==> src/rtl/emu_sys_ctrl_pkg.sv <==
// Shared constants for the emulator run controller: register map,
// run-state encoding and PAUSE_CAUSE bit layout.
package emu_sys_ctrl_pkg;

  localparam logic [11:0] ADDR_MODE_CTRL   = 12'h000;
  localparam logic [11:0] ADDR_STEP_CNT    = 12'h004;
  localparam logic [11:0] ADDR_TICK_CNT_LO = 12'h008;
  localparam logic [11:0] ADDR_TICK_CNT_HI = 12'h00C;
  localparam logic [11:0] ADDR_SCAN_CTRL   = 12'h010;
  localparam logic [11:0] ADDR_TICK_CMP_LO = 12'h014;
  localparam logic [11:0] ADDR_TICK_CMP_HI = 12'h018;
  localparam logic [11:0] ADDR_PAUSE_CAUSE = 12'h01C;

  // Trigger bank regions, selected by address bits [11:7]; bits [6:2]
  // pick the 32-bit bank inside a region.
  localparam logic [4:0] RGN_TRIG_STAT = 5'h08;  // 0x400-0x47C
  localparam logic [4:0] RGN_TRIG_EN   = 5'h09;  // 0x480-0x4FC
  localparam logic [4:0] RGN_TRIG_EDGE = 5'h0A;  // 0x500-0x57C

  typedef enum logic [1:0] {
    ST_PAUSED   = 2'd0,
    ST_RUNNING  = 2'd1,
    ST_STOPPING = 2'd2
  } run_state_t;

  localparam int unsigned CAUSE_HOST    = 0;
  localparam int unsigned CAUSE_STEP    = 1;
  localparam int unsigned CAUSE_CMP     = 2;
  localparam int unsigned CAUSE_TRIG    = 3;
  localparam int unsigned CAUSE_IDX_LSB = 16;

  function automatic int unsigned trig_banks(input int unsigned n);
    return (n + 31) / 32;
  endfunction

endpackage

==> src/rtl/emu_trig_bank.sv <==
// One bank of 32 model triggers: enable/edge config, previous-level
// history, latched status and lowest-index encode of the current hits.
// Bits at or above NBITS are forced to zero everywhere.
module emu_trig_bank
  import emu_sys_ctrl_pkg::*;
#(
  parameter int unsigned NBITS = 32
) (
  input  logic        clk,
  input  logic        rst_n,
  input  logic [31:0] trig,
  input  logic        load_prev,
  input  logic        advance,
  input  logic        en_wen,
  input  logic        edge_wen,
  input  logic [31:0] wdata,
  output logic [31:0] en_q,
  output logic [31:0] edge_q,
  output logic [31:0] stat_q,
  output logic        any_hit,
  output logic [4:0]  low_idx
);

  localparam logic [32:0] MASK_EXT = (33'd1 << NBITS) - 33'd1;
  localparam logic [31:0] MASK     = MASK_EXT[31:0];

  logic [31:0] prev_q;
  logic [31:0] hit;

  // Per-bit hit: rising edge when edge mode is selected, else high level.
  always_comb begin
    hit     = en_q & ((edge_q & trig & ~prev_q) | (~edge_q & trig));
    any_hit = |hit;
    low_idx = '0;
    for (int i = 31; i >= 0; i--) begin
      if (hit[i]) low_idx = 5'(i);
    end
  end

  // Host-written configuration, masked to the implemented bits.
  always_ff @(posedge clk or negedge rst_n) begin
    if (!rst_n) begin
      en_q   <= '0;
      edge_q <= '0;
    end else begin
      if (en_wen)   en_q   <= wdata & MASK;
      if (edge_wen) edge_q <= wdata & MASK;
    end
  end

  // Trigger history and status: seeded at run start, advanced per model tick.
  always_ff @(posedge clk or negedge rst_n) begin
    if (!rst_n) begin
      prev_q <= '0;
      stat_q <= '0;
    end else begin
      if (load_prev || advance) prev_q <= trig & MASK;
      if (advance)              stat_q <= hit;
    end
  end

endmodule

==> src/rtl/emu_run_ctrl.sv <==
// Emulator run controller: host-visible run/stop FSM with step, tick-compare
// and trigger stop conditions, plus the scan DMA kick-off register.
//
//   state       | meaning
//   ------------+----------------------------------------------------------
//   ST_PAUSED   | model frozen; counters writable; RUN write starts a run
//   ST_RUNNING  | model advancing on tick; pauses on step/cmp/trigger hit
//   ST_STOPPING | host asked to stop; pauses on the next tick
module emu_run_ctrl
  import emu_sys_ctrl_pkg::*;
#(
  parameter int unsigned TRIG_COUNT = 1,
  parameter int unsigned TICK_WIDTH = 64
) (
  input  logic                  host_clk,
  input  logic                  host_rst_n,
  input  logic                  tick,
  input  logic                  model_busy,
  output logic                  run_mode,
  output logic                  scan_mode,
  input  logic [TRIG_COUNT-1:0] trig,
  input  logic                  ctrl_wen,
  input  logic [11:0]           ctrl_waddr,
  input  logic [31:0]           ctrl_wdata,
  input  logic                  ctrl_ren,
  input  logic [11:0]           ctrl_raddr,
  output logic [31:0]           ctrl_rdata,
  output logic                  dma_start,
  output logic                  dma_direction,
  input  logic                  dma_running
);

  localparam int unsigned NBANK = trig_banks(TRIG_COUNT);
  localparam logic [TICK_WIDTH-1:0] TICK_ONE = {{(TICK_WIDTH-1){1'b0}}, 1'b1};

  run_state_t            state;
  logic                  cmp_en;
  logic [31:0]           pause_cause;
  logic [31:0]           step_cnt;
  logic [TICK_WIDTH-1:0] tick_cnt;
  logic [TICK_WIDTH-1:0] tick_cmp;
  logic [TICK_WIDTH-1:0] tick_cnt_inc;

  logic        mode_wr, go, advance, paused;
  logic        step_hit, cmp_hit, trig_hit, pause_now;
  logic [9:0]  trig_idx;
  logic [31:0] cause_next;

  logic [NBANK*32-1:0] trig_pad;
  logic [31:0]         bank_en   [NBANK];
  logic [31:0]         bank_edge [NBANK];
  logic [31:0]         bank_stat [NBANK];
  logic [4:0]          bank_low  [NBANK];
  logic [NBANK-1:0]    bank_any;
  logic [NBANK-1:0]    bank_en_wen;
  logic [NBANK-1:0]    bank_edge_wen;

  assign paused       = (state == ST_PAUSED);
  assign mode_wr      = ctrl_wen && (ctrl_waddr == ADDR_MODE_CTRL);
  assign go           = mode_wr && ctrl_wdata[0] && paused;
  assign advance      = run_mode && tick;
  assign tick_cnt_inc = tick_cnt + TICK_ONE;
  assign step_hit     = (step_cnt == 32'd1);
  assign cmp_hit      = cmp_en && tick && (tick_cnt_inc == tick_cmp);
  assign trig_hit     = |bank_any;
  assign pause_now    = !paused && tick &&
                        ((state == ST_STOPPING) || step_hit || cmp_hit || trig_hit);
  assign dma_start    = host_rst_n && ctrl_wen && (ctrl_waddr == ADDR_SCAN_CTRL) &&
                        ctrl_wdata[0];

  // Zero-extend the trigger vector to a whole number of banks.
  always_comb begin
    trig_pad                 = '0;
    trig_pad[TRIG_COUNT-1:0] = trig;
  end

  // Per-bank config write strobes.
  always_comb begin
    for (int b = 0; b < NBANK; b++) begin
      bank_en_wen[b]   = ctrl_wen && (ctrl_waddr[1:0] == 2'b00) &&
                         (ctrl_waddr[11:7] == RGN_TRIG_EN) && (ctrl_waddr[6:2] == 5'(b));
      bank_edge_wen[b] = ctrl_wen && (ctrl_waddr[1:0] == 2'b00) &&
                         (ctrl_waddr[11:7] == RGN_TRIG_EDGE) && (ctrl_waddr[6:2] == 5'(b));
    end
  end

  for (genvar b = 0; b < NBANK; b++) begin : g_bank
    localparam int unsigned BITS = ((TRIG_COUNT - b*32) >= 32) ? 32 : (TRIG_COUNT - b*32);
    emu_trig_bank #(.NBITS(BITS)) u_bank (
      .clk       (host_clk),
      .rst_n     (host_rst_n),
      .trig      (trig_pad[b*32 +: 32]),
      .load_prev (go),
      .advance   (advance),
      .en_wen    (bank_en_wen[b]),
      .edge_wen  (bank_edge_wen[b]),
      .wdata     (ctrl_wdata),
      .en_q      (bank_en[b]),
      .edge_q    (bank_edge[b]),
      .stat_q    (bank_stat[b]),
      .any_hit   (bank_any[b]),
      .low_idx   (bank_low[b])
    );
  end

  // Lowest global trigger index and the cause word captured on a pause.
  always_comb begin
    trig_idx = '0;
    for (int b = NBANK - 1; b >= 0; b--) begin
      if (bank_any[b]) trig_idx = {5'(b), bank_low[b]};
    end
    cause_next             = '0;
    cause_next[CAUSE_HOST] = (state == ST_STOPPING);
    cause_next[CAUSE_STEP] = step_hit;
    cause_next[CAUSE_CMP]  = cmp_hit;
    cause_next[CAUSE_TRIG] = trig_hit;
    if (trig_hit) cause_next[CAUSE_IDX_LSB +: 10] = trig_idx;
  end

  // Run FSM with its registered mode outputs and pause cause.
  always_ff @(posedge host_clk or negedge host_rst_n) begin
    if (!host_rst_n) begin
      state       <= ST_PAUSED;
      run_mode    <= 1'b0;
      scan_mode   <= 1'b0;
      cmp_en      <= 1'b0;
      pause_cause <= '0;
    end else begin
      if (mode_wr) begin
        scan_mode <= ctrl_wdata[1];
        cmp_en    <= ctrl_wdata[4];
      end
      case (state)
        ST_PAUSED: begin
          if (go) begin
            state       <= ST_RUNNING;
            run_mode    <= 1'b1;
            pause_cause <= '0;
          end
        end
        ST_RUNNING, ST_STOPPING: begin
          // A pause wins over any host write landing in the same cycle.
          if (pause_now) begin
            state       <= ST_PAUSED;
            run_mode    <= 1'b0;
            pause_cause <= cause_next;
          end else if (state == ST_RUNNING && mode_wr && !ctrl_wdata[0]) begin
            state <= ST_STOPPING;
          end
        end
        default: begin
          state    <= ST_PAUSED;
          run_mode <= 1'b0;
        end
      endcase
    end
  end

  // Step down-counter and tick counter: count while running, host-loaded while paused.
  always_ff @(posedge host_clk or negedge host_rst_n) begin
    if (!host_rst_n) begin
      step_cnt <= '0;
      tick_cnt <= '0;
    end else if (advance) begin
      if (step_cnt != 32'd0) step_cnt <= step_cnt - 32'd1;
      tick_cnt <= tick_cnt_inc;
    end else if (paused && ctrl_wen) begin
      if (ctrl_waddr == ADDR_STEP_CNT)    step_cnt <= ctrl_wdata;
      if (ctrl_waddr == ADDR_TICK_CNT_LO) tick_cnt[31:0] <= ctrl_wdata;
      if (ctrl_waddr == ADDR_TICK_CNT_HI) tick_cnt[TICK_WIDTH-1:32] <= ctrl_wdata[TICK_WIDTH-33:0];
    end
  end

  // Tick compare value and DMA direction (frozen while a transfer is running).
  always_ff @(posedge host_clk or negedge host_rst_n) begin
    if (!host_rst_n) begin
      tick_cmp      <= '0;
      dma_direction <= 1'b0;
    end else if (ctrl_wen) begin
      if (ctrl_waddr == ADDR_TICK_CMP_LO) tick_cmp[31:0] <= ctrl_wdata;
      if (ctrl_waddr == ADDR_TICK_CMP_HI) tick_cmp[TICK_WIDTH-1:32] <= ctrl_wdata[TICK_WIDTH-33:0];
      if (ctrl_waddr == ADDR_SCAN_CTRL && !dma_running) dma_direction <= ctrl_wdata[1];
    end
  end

  // Host read mux; anything unmapped reads zero.
  always_comb begin
    ctrl_rdata = '0;
    if (ctrl_ren && ctrl_raddr[1:0] == 2'b00) begin
      case (ctrl_raddr)
        ADDR_MODE_CTRL:   ctrl_rdata = {27'd0, cmp_en, model_busy, (state == ST_STOPPING),
                                        scan_mode, run_mode};
        ADDR_STEP_CNT:    ctrl_rdata = step_cnt;
        ADDR_TICK_CNT_LO: ctrl_rdata = tick_cnt[31:0];
        ADDR_TICK_CNT_HI: ctrl_rdata = 32'(tick_cnt[TICK_WIDTH-1:32]);
        ADDR_SCAN_CTRL:   ctrl_rdata = {30'd0, dma_direction, dma_running};
        ADDR_TICK_CMP_LO: ctrl_rdata = tick_cmp[31:0];
        ADDR_TICK_CMP_HI: ctrl_rdata = 32'(tick_cmp[TICK_WIDTH-1:32]);
        ADDR_PAUSE_CAUSE: ctrl_rdata = pause_cause;
        default: begin
          for (int b = 0; b < NBANK; b++) begin
            if (ctrl_raddr[6:2] == 5'(b)) begin
              case (ctrl_raddr[11:7])
                RGN_TRIG_STAT: ctrl_rdata = bank_stat[b];
                RGN_TRIG_EN:   ctrl_rdata = bank_en[b];
                RGN_TRIG_EDGE: ctrl_rdata = bank_edge[b];
                default:       ctrl_rdata = '0;
              endcase
            end
          end
        end
      endcase
    end
  end

endmodule

==> config.mk <==
export PLATFORM = sky130hd
export DESIGN_NAME = emu_run_ctrl
export DESIGN_NICKNAME = d
export VERILOG_FILES = /design/src/rtl/emu_sys_ctrl_pkg.sv /design/src/rtl/emu_trig_bank.sv /design/src/rtl/emu_run_ctrl.sv
export SDC_FILE = /design/constraint.sdc
export NUM_CORES = 1
export LEC_CHECK = 0
export ABC_AREA = 1
export CELL_PAD_IN_SITES_DETAIL_PLACEMENT = 0
export CELL_PAD_IN_SITES_GLOBAL_PLACEMENT = 1
export CORE_UTILIZATION = 40
export DETAILED_ROUTE_END_ITERATION = 10
export GPL_ROUTABILITY_DRIVEN = 0
export PLACE_DENSITY_LB_ADDON = 0.25
export SYNTH_ARGS = -nofsm -noshare
export SYNTH_HDL_FRONTEND = slang
export SYNTH_SLANG_ARGS = --single-unit
==> constraint.sdc <==
create_clock -name host_clk -period 3.2 [get_ports host_clk]
set_input_delay 0.64 -clock host_clk [delete_from_list [all_inputs] [get_ports host_clk]]
set_output_delay 0.64 -clock host_clk [all_outputs]
set_load 0.02 [all_outputs]
==> metrics <==
combinational family with the most area after synthesis=simple AND/OR/NAND/NOR gates; Avg Cell Area, Syn=6.50 sq um; Pleak=7.42 nW; Critical Path End Type=register; outcome=complete, no violations; Synth area leader=dfrtp_1; R2R depth=18; Worst EP required=3.54 ns; Ys Warns=0; vias in the first global route=14,100; H-tree depth=4; core box area=0.0325 sq mm; root buf cell=clkbuf_16; Filler cells=3,338; first-pass GRT wire length=89,300 microns; worst slack at placement=-0.745 ns; Final period util=98.2%; worst flop-to-flop path endpoint=pause_cause[1]; Multi-input gate area=0.00800 sq mm; DRC=0; Max Clock Skew=0.0168 ns; Seq/Total Area, Yosys=32.9%; Syn Inst Count=2,035; Worst Setup Start Kind=register; Sequential Area=0.00437 sq mm; Cell variety after synth=49; cts hold-fix bufs=0; FMAX=0.318 GHz; Final setup violation count=0; Synth Area in Adders=0.663%; cell area after synthesis=0.0132 sq mm; Worst-Margin Slew=0.868 ns; Hold Path Class=in -> async; Area contributors post-synth=dfrtp_1 33%, nand2_1 18%, nor2_1 7.5%; Die X=184 microns; die area=0.0338 sq mm; Mapped Nets=2,106; fraction of layout cells with a size suffix above 1=16.4%; gr usage total=36.3%; XOR/XNOR share of the synthesized area=5.37%; relative slew slack=42.1%; final max-slew violation count=0; diode count=0; initial antenna violation count=0; Max VDD drop=412 uV; Via Count=15,400; Port Buffers=99; simple-gate area share of the yosys netlist=35.9%; EDFF count, synth=0; Max Cap Viol=0; Yosys top cell area share=32.9%; RSZ-0062 raised after global routing=yes; CTS Buf Count=17; Tmin final=3.14 ns; Final Hold Fails=0; post-synthesis mux area share=0.0852%; Worst-path clk slew=0.08 ns; WL final=60,300 microns; crit path DAT=3.49 ns; TritonCTS clock tree=built; vias per inst=5.67; reg-to-reg startpoint=tick_cnt[51]; Setup WS post-layout=0.0564 ns; CP max FO=7; Pre-antenna DRT Iters=6; total gr overflow=0; Nets=2,331; fin util=52.1%; CTS Buffer Depth=2; Reg2Reg Setup Slack=0.06 ns; Hold WS=0.0239 ns; synth-to-layout area growth=28.2%; WL per Instance=22.2 microns; FF+latch count, synth=174; clk_lat worst skew=0.47 ns; initial DRC count=2,439; clk sink count=174; Post-synth top flop=dfrtp_1; Routed Antenna Nets=0; largest net degree at the start of global routing=108; Initial Util=40.6%; DP HPWL=47,300 microns; PwrDens=438 mW/mm^2; Die Y=184 microns; Compound-Gate Fraction of Synth Area=15.5%; num ports=100; FFs w/ async S/R, synth=100%; kind of critical path=reg -> reg; row count=66
## logic make-up after synthesis
logic type	after synthesis
simple gates	1126
flops	174
mux	1
fa+ha+maj	7
buf+inv	336
xor+xnor	57
compound gates	334
## worst max path at each step
stage | start | endpoint | slack (ns) | depth (start not counted)
finish | tick_cnt[51] | pause_cause[1] | 0.06 | 18
CTS | ctrl_raddr[1] | ctrl_rdata[17] | 0.005 | 12
detailed placement | ctrl_raddr[10] | ctrl_rdata[18] | -0.75 | 12
global route | tick_cnt[1] | pause_cause[1] | -0.09 | 22
global placement | ctrl_raddr[10] | ctrl_rdata[18] | -0.74 | 12
floorplan | ctrl_raddr[7] | ctrl_rdata[12] | 0.1 | 8
## power by group
group / internal (mW) / total (mW) / switching (mW)
sequential: 2.47 / 2.83 / 0.359
combinational: 0.747 / 2.30 / 1.56
clock: 1.20 / 2.30 / 1.10
## area by class of cell
class | count | share of cell area [%]
Timing Repair Buffer | 275 | 14.2
Clock buffer | 17 | 2.51
Multi-Input combinational cell | 1525 | 47.2
Inverter | 267 | 5.96
Tap cell | 442 | 3.26
Clock inverter | 15 | 1.16
Sequential cell | 174 | 25.8
## Yosys cell counts, types with 2 or more instances
| library cell | number |
|---|---|
| nand2_1 | 623 |
| nor2_1 | 264 |
| inv_1 | 258 |
| dfrtp_1 | 174 |
| nand3_1 | 117 |
| o21ai_0 | 103 |
| clkbuf_1 | 64 |
| a21oi_1 | 58 |
| o22ai_1 | 47 |
| xor2_1 | 40 |
| a31oi_1 | 38 |
| o221ai_1 | 36 |
| nand4_1 | 33 |
| o211ai_1 | 30 |
| nor3_1 | 19 |
| nand3b_1 | 14 |
| nand2_2 | 13 |
| xnor3_1 | 12 |
| nor4_1 | 11 |
| nor2_2 | 10 |
| a221oi_1 | 8 |
| ha_1 | 7 |
| inv_2 | 6 |
| nor2_4 | 5 |
| o21ai_1 | 5 |
| buf_2 | 4 |
| or2_2 | 4 |
| clkinv_1 | 3 |
| nor3b_1 | 3 |
| xor3_1 | 3 |
| a211oi_1 | 2 |
| and3_1 | 2 |
| o21bai_1 | 2 |
| xnor2_1 | 2 |
## flip-flops by register name, summed over array words and instances, names as in the netlist
signal / count
cmp_en: 1
dma_direction: 1
g_bank.u_bank.edge_q: 1
g_bank.u_bank.en_q: 1
g_bank.u_bank.prev_q: 1
g_bank.u_bank.stat_q: 1
pause_cause: 4
run_mode: 1
scan_mode: 1
state: 2
step_cnt: 32
tick_cmp: 64
tick_cnt: 64
## layer usage
layer  vias to the layer above  wire length (microns)  track usage, %
met5                         -                      0               0
met4                         0                   2050            12.0
met3                       114                   7120            7.79
met2                       895                  25000            52.3
met1                      7268                  26100            53.3
li1                       7129                      -               -
## placed cells by master, fill, tap and decap left out, types with 6 or more instances in the layout
cell type	instances
nor2_1	248
xnor3_1	12
o22ai_1	40
o211ai_1	30
o221ai_1	35
xor2_1	39
o21ai_0	103
nand4_1	33
buf_2	14
nor2_4	9
inv_6	6
nand2_2	20
clkbuf_16	17
clkdlybuf4s50_1	54
o22ai_2	6
nand3_1	107
a21oi_1	49
dlygate4sd2_1	7
dfrtp_2	9
buf_4	172
a31oi_1	31
buf_12	12
dfrtp_1	165
a21oi_2	9
nor4_1	9
nand3b_1	14
nor2_2	22
a221oi_1	8
nor3_1	16
nand3_2	9
inv_2	11
ha_1	6
nand2_1	612
inv_1	253
buf_6	8
## critical path: stages, from the launching register on
cell	delay, ns
dfrtp_1	0.54
nand2_1	0.16
nor2_1	0.21
nand2_1	0.08
nor2_1	0.20
nand2_1	0.22
nor2_4	0.17
xor3_2	0.31
nand2_1	0.07
nor2_1	0.11
nand2_1	0.09
nor2_2	0.12
nand3_2	0.18
nand2_2	0.13
nand2_2	0.06
nand2_4	0.12
nand3_4	0.10
nand2_1	0.08
nand2_1	0.05
## timing repair
item,4_1_cts,5_1_grt
buffers inserted,5,8
endpoints found under the setup margin,33,40
gates resized for setup,198,82
pin swaps,16,26
## metrics by stage
stage               instance area [sq um]  setup TNS (ns)  power, mW  instances
floorplan                           13200               0       4.07       2035
detailed placement                  15900          -19.63       5.01       2670
global placement                    15900          -19.21       4.99       2670
finish                              16900               0       7.43       2715
global route                        16900          -0.501       7.76       2715
CTS                                 16600               0       7.30       2707
Power figures use the tool's default switching activity.
